### src/rtl/ram_pkg.sv
// ram_pkg
// Definitions shared by the RAM array and its bus-side initiator:
//   - RAM_ADDR_W / RAM_DATA_W : default geometry of the 4-word x 8-bit array
//   - RW_READ / RW_WRITE      : encoding of the RAM read/write pin
//   - ram_state_t             : sequencing states of ram_initiator
package ram_pkg;

   localparam int RAM_ADDR_W = 2;
   localparam int RAM_DATA_W = 8;

   localparam logic RW_READ  = 1'b0;
   localparam logic RW_WRITE = 1'b1;

   typedef enum logic [2:0] {
      IDLE,
      SETUP,
      ACCESS,
      VERIFY_SETUP,
      VERIFY_ACCESS,
      RESP
   } ram_state_t;

endpackage

### src/rtl/ram_initiator_if.sv
// ram_initiator_if
// Request/response channel between a requester (datapath or test sequencer)
// and ram_initiator.
//   req_valid/req_ready : request handshake, carries req_write/req_addr/req_wdata
//   rsp_valid/rsp_ready : response handshake, carries rsp_rdata/rsp_err
// Modports:
//   master : requester side
//   slave  : ram_initiator side
interface ram_initiator_if #(
   parameter int ADDR_W = ram_pkg::RAM_ADDR_W,
   parameter int DATA_W = ram_pkg::RAM_DATA_W
);

   logic              req_valid;
   logic              req_ready;
   logic              req_write;
   logic [ADDR_W-1:0] req_addr;
   logic [DATA_W-1:0] req_wdata;
   logic              rsp_valid;
   logic              rsp_ready;
   logic [DATA_W-1:0] rsp_rdata;
   logic              rsp_err;

   modport master (
      output req_valid, req_write, req_addr, req_wdata, rsp_ready,
      input  req_ready, rsp_valid, rsp_rdata, rsp_err
   );

   modport slave (
      input  req_valid, req_write, req_addr, req_wdata, rsp_ready,
      output req_ready, rsp_valid, rsp_rdata, rsp_err
   );

endinterface

### src/rtl/ram_hold_counter.sv
// ram_hold_counter
// Loadable down-counter that times the access hold window of ram_initiator.
//   clk, rst : clock, asynchronous active-high reset
//   load     : reload the count with HOLD_CYCLES (takes priority over en)
//   en       : count down by one; the count stops at zero and never wraps
//   done     : high during the last cycle of a loaded hold window
module ram_hold_counter #(
   parameter  int HOLD_CYCLES = 1,
   localparam int CW          = $clog2(HOLD_CYCLES + 1)
) (
   input  logic clk,
   input  logic rst,
   input  logic load,
   input  logic en,
   output logic done
);

   logic [CW-1:0] cnt;

   always_ff @(posedge clk or posedge rst) begin
      if (rst) begin
         cnt <= '0;
      end else if (load) begin
         cnt <= CW'(HOLD_CYCLES);
      end else if (en && (cnt != '0)) begin
         cnt <= cnt - CW'(1);
      end
   end

   // The count is HOLD_CYCLES in the first hold cycle, so a value of one
   // marks the final hold cycle.
   assign done = (cnt == CW'(1));

endmodule

### src/rtl/ram_initiator.sv
// ram_initiator
// Bus-side initiator for the binary-cell RAM. Accepts one read or write
// request at a time, sequences the RAM select/read-write/data pins with a
// HOLD_CYCLES access window, captures read data and returns one response.
// Ports:
//   clk, rst   : clock, asynchronous active-high reset
//   bus        : request/response channel (ram_initiator_if.slave)
//   mem_sel    : RAM word select (bit 0 -> s0, bit 1 -> s1)
//   mem_rw     : RAM read/write, 1 = write strobe
//   mem_wdata  : RAM write data
//   mem_rdata  : RAM read data, combinational from the array
// Configuration:
//   RAM_INITIATOR_VERIFY_EN : when defined, every write is followed by a
//   readback; the response carries the readback value and a mismatch flag.
//   When undefined, write responses carry rsp_rdata = 0 and rsp_err = 0.
module ram_initiator
   import ram_pkg::*;
#(
   parameter int ADDR_W      = RAM_ADDR_W,
   parameter int DATA_W      = RAM_DATA_W,
   parameter int HOLD_CYCLES = 1
) (
   input  logic                clk,
   input  logic                rst,
   ram_initiator_if.slave      bus,
   output logic [ADDR_W-1:0]   mem_sel,
   output logic                mem_rw,
   output logic [DATA_W-1:0]   mem_wdata,
   input  logic [DATA_W-1:0]   mem_rdata
);

   ram_state_t        state;
   logic              wr_q;
   logic              req_ready_r;
   logic              rsp_valid_r;
   logic              rsp_err_r;
   logic [DATA_W-1:0] rsp_rdata_r;

   logic hold_load;
   logic hold_en;
   logic hold_done;

   // The counter is loaded while in a setup state so that it holds
   // HOLD_CYCLES on the first access cycle.
   assign hold_load = (state == SETUP) || (state == VERIFY_SETUP);
   assign hold_en   = (state == ACCESS) || (state == VERIFY_ACCESS);

   ram_hold_counter #(
      .HOLD_CYCLES (HOLD_CYCLES)
   ) u_hold (
      .clk  (clk),
      .rst  (rst),
      .load (hold_load),
      .en   (hold_en),
      .done (hold_done)
   );

   assign bus.req_ready = req_ready_r;
   assign bus.rsp_valid = rsp_valid_r;
   assign bus.rsp_err   = rsp_err_r;
   assign bus.rsp_rdata = rsp_rdata_r;

   // mem_sel and mem_wdata are written only on request acceptance, so they
   // stay stable for the whole access and hold their value while idle.
   always_ff @(posedge clk or posedge rst) begin
      if (rst) begin
         state       <= IDLE;
         wr_q        <= RW_READ;
         req_ready_r <= 1'b1;
         rsp_valid_r <= 1'b0;
         rsp_err_r   <= 1'b0;
         rsp_rdata_r <= '0;
         mem_sel     <= '0;
         mem_rw      <= RW_READ;
         mem_wdata   <= '0;
      end else begin
         case (state)
            IDLE: begin
               if (bus.req_valid) begin
                  wr_q        <= bus.req_write;
                  mem_sel     <= bus.req_addr;
                  mem_wdata   <= bus.req_wdata;
                  req_ready_r <= 1'b0;
                  state       <= SETUP;
               end
            end

            SETUP: begin
               mem_rw <= wr_q;
               state  <= ACCESS;
            end

            ACCESS: begin
               if (hold_done) begin
                  mem_rw <= RW_READ;
                  if (wr_q == RW_WRITE) begin
`ifdef RAM_INITIATOR_VERIFY_EN
                     state <= VERIFY_SETUP;
`else
                     rsp_rdata_r <= '0;
                     rsp_err_r   <= 1'b0;
                     rsp_valid_r <= 1'b1;
                     state       <= RESP;
`endif
                  end else begin
                     rsp_rdata_r <= mem_rdata;
                     rsp_err_r   <= 1'b0;
                     rsp_valid_r <= 1'b1;
                     state       <= RESP;
                  end
               end
            end

`ifdef RAM_INITIATOR_VERIFY_EN
            VERIFY_SETUP: begin
               state <= VERIFY_ACCESS;
            end

            VERIFY_ACCESS: begin
               if (hold_done) begin
                  rsp_rdata_r <= mem_rdata;
                  rsp_err_r   <= (mem_rdata != mem_wdata);
                  rsp_valid_r <= 1'b1;
                  state       <= RESP;
               end
            end
`endif

            RESP: begin
               if (bus.rsp_ready) begin
                  rsp_valid_r <= 1'b0;
                  req_ready_r <= 1'b1;
                  state       <= IDLE;
               end
            end

            default: begin
               state <= IDLE;
            end
         endcase
      end
   end

endmodule

### src/flat_wrapper.sv
// flat-port wrapper written by rule: the top's interface ports become plain ports
module ram_initiator_flat import ram_pkg::*;
#(
   parameter int ADDR_W      = RAM_ADDR_W,
   parameter int DATA_W      = RAM_DATA_W,
   parameter int HOLD_CYCLES = 1
)
  (clk, rst, mem_sel, mem_rw, mem_wdata, mem_rdata, bus_req_valid, bus_req_write, bus_req_addr, bus_req_wdata, bus_rsp_ready, bus_req_ready, bus_rsp_valid, bus_rsp_rdata, bus_rsp_err);
  ram_initiator_if #(.ADDR_W(ADDR_W), .DATA_W(DATA_W)) bus_i ();
  input  logic clk;
  input  logic rst;
  output logic [ADDR_W-1:0] mem_sel;
  output logic mem_rw;
  output logic [DATA_W-1:0] mem_wdata;
  input  logic [DATA_W-1:0] mem_rdata;
  input wire logic [$bits(bus_i.req_valid)-1:0] bus_req_valid;
  input wire logic [$bits(bus_i.req_write)-1:0] bus_req_write;
  input wire logic [$bits(bus_i.req_addr)-1:0] bus_req_addr;
  input wire logic [$bits(bus_i.req_wdata)-1:0] bus_req_wdata;
  input wire logic [$bits(bus_i.rsp_ready)-1:0] bus_rsp_ready;
  output wire logic [$bits(bus_i.req_ready)-1:0] bus_req_ready;
  output wire logic [$bits(bus_i.rsp_valid)-1:0] bus_rsp_valid;
  output wire logic [$bits(bus_i.rsp_rdata)-1:0] bus_rsp_rdata;
  output wire logic [$bits(bus_i.rsp_err)-1:0] bus_rsp_err;
  assign bus_i.req_valid = bus_req_valid;
  assign bus_i.req_write = bus_req_write;
  assign bus_i.req_addr = bus_req_addr;
  assign bus_i.req_wdata = bus_req_wdata;
  assign bus_i.rsp_ready = bus_rsp_ready;
  assign bus_req_ready = bus_i.req_ready;
  assign bus_rsp_valid = bus_i.rsp_valid;
  assign bus_rsp_rdata = bus_i.rsp_rdata;
  assign bus_rsp_err = bus_i.rsp_err;
  ram_initiator #(.ADDR_W(ADDR_W), .DATA_W(DATA_W), .HOLD_CYCLES(HOLD_CYCLES)) u_core (.clk(clk), .rst(rst), .bus(bus_i), .mem_sel(mem_sel), .mem_rw(mem_rw), .mem_wdata(mem_wdata), .mem_rdata(mem_rdata));
endmodule
### config.mk
export PLATFORM = sky130hd
export DESIGN_NAME = ram_initiator_flat
export DESIGN_NICKNAME = d
export VERILOG_FILES = /design/src/rtl/ram_pkg.sv /design/src/rtl/ram_initiator_if.sv /design/src/rtl/ram_hold_counter.sv /design/src/rtl/ram_initiator.sv /design/src/flat_wrapper.sv
export SDC_FILE = /design/constraint.sdc
export NUM_CORES = 1
export LEC_CHECK = 0
export ABC_AREA = 1
export CAP_MARGIN = 20
export CORE_MARGIN = 5
export CORE_UTILIZATION = 50
export CTS_BUF_LIST = sky130_fd_sc_hd__clkbuf_16
export DETAILED_ROUTE_END_ITERATION = 10
export DONT_BUFFER_PORTS = 1
export SLEW_MARGIN = 0
export SYNTH_ARGS = -nofsm -noshare
export SYNTH_HDL_FRONTEND = slang
export SYNTH_SLANG_ARGS = --single-unit
### constraint.sdc
create_clock -name clk -period 3.75 [get_ports clk]
set_input_delay 0.5625 -clock clk [delete_from_list [all_inputs] [get_ports clk]]
set_output_delay 0.5625 -clock clk [all_outputs]
set_load 0.05 [all_outputs]
==> results.cfg <==
[status]
status = finished, final reports clean

[final_layout]
area_delta_synth_final_pct = 11.2
fillers = 202
nNetsFinal = 152
instances_no_fill = 156
drive_above_1_share = 0.102
multiInputGateArea_sq_um = 368
regArea_sq_um = 652
final_cell_area_sq_um = 1250
fin_util = 0.572
antenna_cells = 0

[die]
coreArea_sq_um = 2190
die_h_um = 57.5
die-area_sq_um = 3300
row_count = 17
ios = 45
start_util = 0.515
die_x_um = 57.5

[timing]
finClkSkew_ns = 0.00828
final.period_utilization = 0.404
setup_violations = 0
fmax_mhz = 661
tns_ns = 0
finalHoldViolCount = 0
rsz0062_at_grt = no
min_period_ns = 1.51
timing_max_transition_violations_final = 0

[placement]
portBuffers = 0
place_congestion = 0.680
dp_cells = 151
post-dp-hpwl_um = 1590
dpl_cell_area_sq_um = 1130

[clock_network]
cts_tree = yes
cts.reportedPaths.clkPinSlew_ns = 0.07
clockBufferDepth = 2
h-tree-depth = 1
cts_root_buffer = clkbuf_16
clock_latency_ns = 0.26
cts_buffers = 3
cts_sinks = 26
cts_resized = 0
ctsHoldBuffers = 0
postCtsSetupBuffers = 0

[logic_synthesis]
synth_seq_area_share = 0.578
synth_most_common_cell = nand2_1
synth_top_cell_by_area = dfrtp_1
syn_area_sq_um = 1130
ys_top_cells_by_count = nand2_1 (37), dfrtp_1 (25), inv_1 (18), nand3_1 (15), o21ai_0 (8)
synth-seq-cells = 26
synth_cell_types = 22
yosysWarnings = 0
synth_nets = 150
synth_edf_count = 0
synth_ff_type = dfrtp_1
synthArstFlopShare = 1.00
syn_inst = 127
syn_avg_cell_area_sq_um = 8.88
synth_top_area_frac = 0.555
yosys-top-cells-area = dfrtp_1 (55%), nand2_1 (12%), nand3_1 (6.7%)

[hold_path]
holdCritPathClass = input port to async pin

[drt]
dr.pass1.iters = 4
ant_nets = 0
drt_iter0_markers = 14
routed_wl_um = 2090
drt-wirelength-per-cell_um = 13.4
viasPerCell = 5.10
drc = 0
vias = 795

[global_routing]
grt_pass1_vias = 788
grt_max_degree = 27
grt_pass1_wl_um = 3650
groute.usage.overall = 0.141
overflow = 0
grt_antenna_before_repair = 0

[critical_path]
critPathCaptureType = primary output
crit_required_ns = 3.19
crit_arrival_ns = 0.95
cp_max_fo = 2
critPathKind = flip-flop to primary output
r2r_slack_ns = 2.39
cp-start-kind = flip-flop
r2r-start = u_core.state[2]
rr_endpoint = u_core.wr_q
r2r_cells = 4

[flow_run]
maxCapViolCount = 0
## cells by family after synthesis
family | synth area share
compound gates | 0.0599
buf+inv | 0.0954
flops | 0.578
other cells | 0.00333
simple gates | 0.263
## per-stage QoR
stage               setup slack, ns  hold WS [ns]
floorplan                      2.52         0.480
global placement               2.42         0.516
detailed placement             2.37         0.526
CTS                            2.23         0.434
global route                   2.19         0.225
finish                         2.24         0.183
## how the worst max path moves through the flow
stage | startpoint | to | slack [ns] | depth (start not counted)
6_report | u_core.bus.req_ready | bus_req_ready | 2.24 | 0
5_1_grt | u_core.state[2] | u_core.mem_wdata[3] | 2.19 | 3
4_1_cts | u_core.bus.req_ready | bus_req_ready | 2.23 | 0
3_5_place_dp | u_core.state[2] | u_core.mem_wdata[4] | 2.37 | 3
3_3_place_gp | rst | u_core.mem_wdata[5] | 2.42 | 1
2_1_floorplan | u_core.bus.req_ready | bus_req_ready | 2.52 | 0
## metal layers
layer / vias up / routed length (um) / global-route usage
li1: 392 / - / -
met1: 375 / 878 / 0.173
met2: 25 / 1040 / 0.231
met3: 3 / 140 / 0.0407
met4: 0 / 30 / 0.0596
met5: - / 0 / 0
## registers in the layout, indices dropped and copies added (netlist names)
signal,flops
u_core.state,3
u_core.wr_q,1
u_core.mem_sel,2
u_core.bus.rsp_rdata,8
u_core.mem_rw,1
u_core.bus.req_ready,1
u_core.mem_wdata,8
u_core.u_hold.done,1
u_core.bus.rsp_valid,1
## cells in the final DEF (no fill, tap or decap), types with 2 or more instances in the layout
cell / count
nand2_1: 37
dfrtp_1: 25
nand3_1: 15
nand4_1: 2
inv_1: 18
nor2_1: 3
o21ai_0: 8
o21ai_1: 3
clkbuf_16: 3
inv_2: 2
## area by class of cell
cell class                 instances  share of cell area
sequential                        26               0.520
tap                               28              0.0279
clock buffer                       3              0.0599
clock inverter                     1              0.0240
timing repair buffer               1              0.0120
multi-input combinational         76               0.293
inverter                          21              0.0629
Power is not shown: default switching activity piles up to over one toggle a cycle in this logic, so the estimate is an artifact.
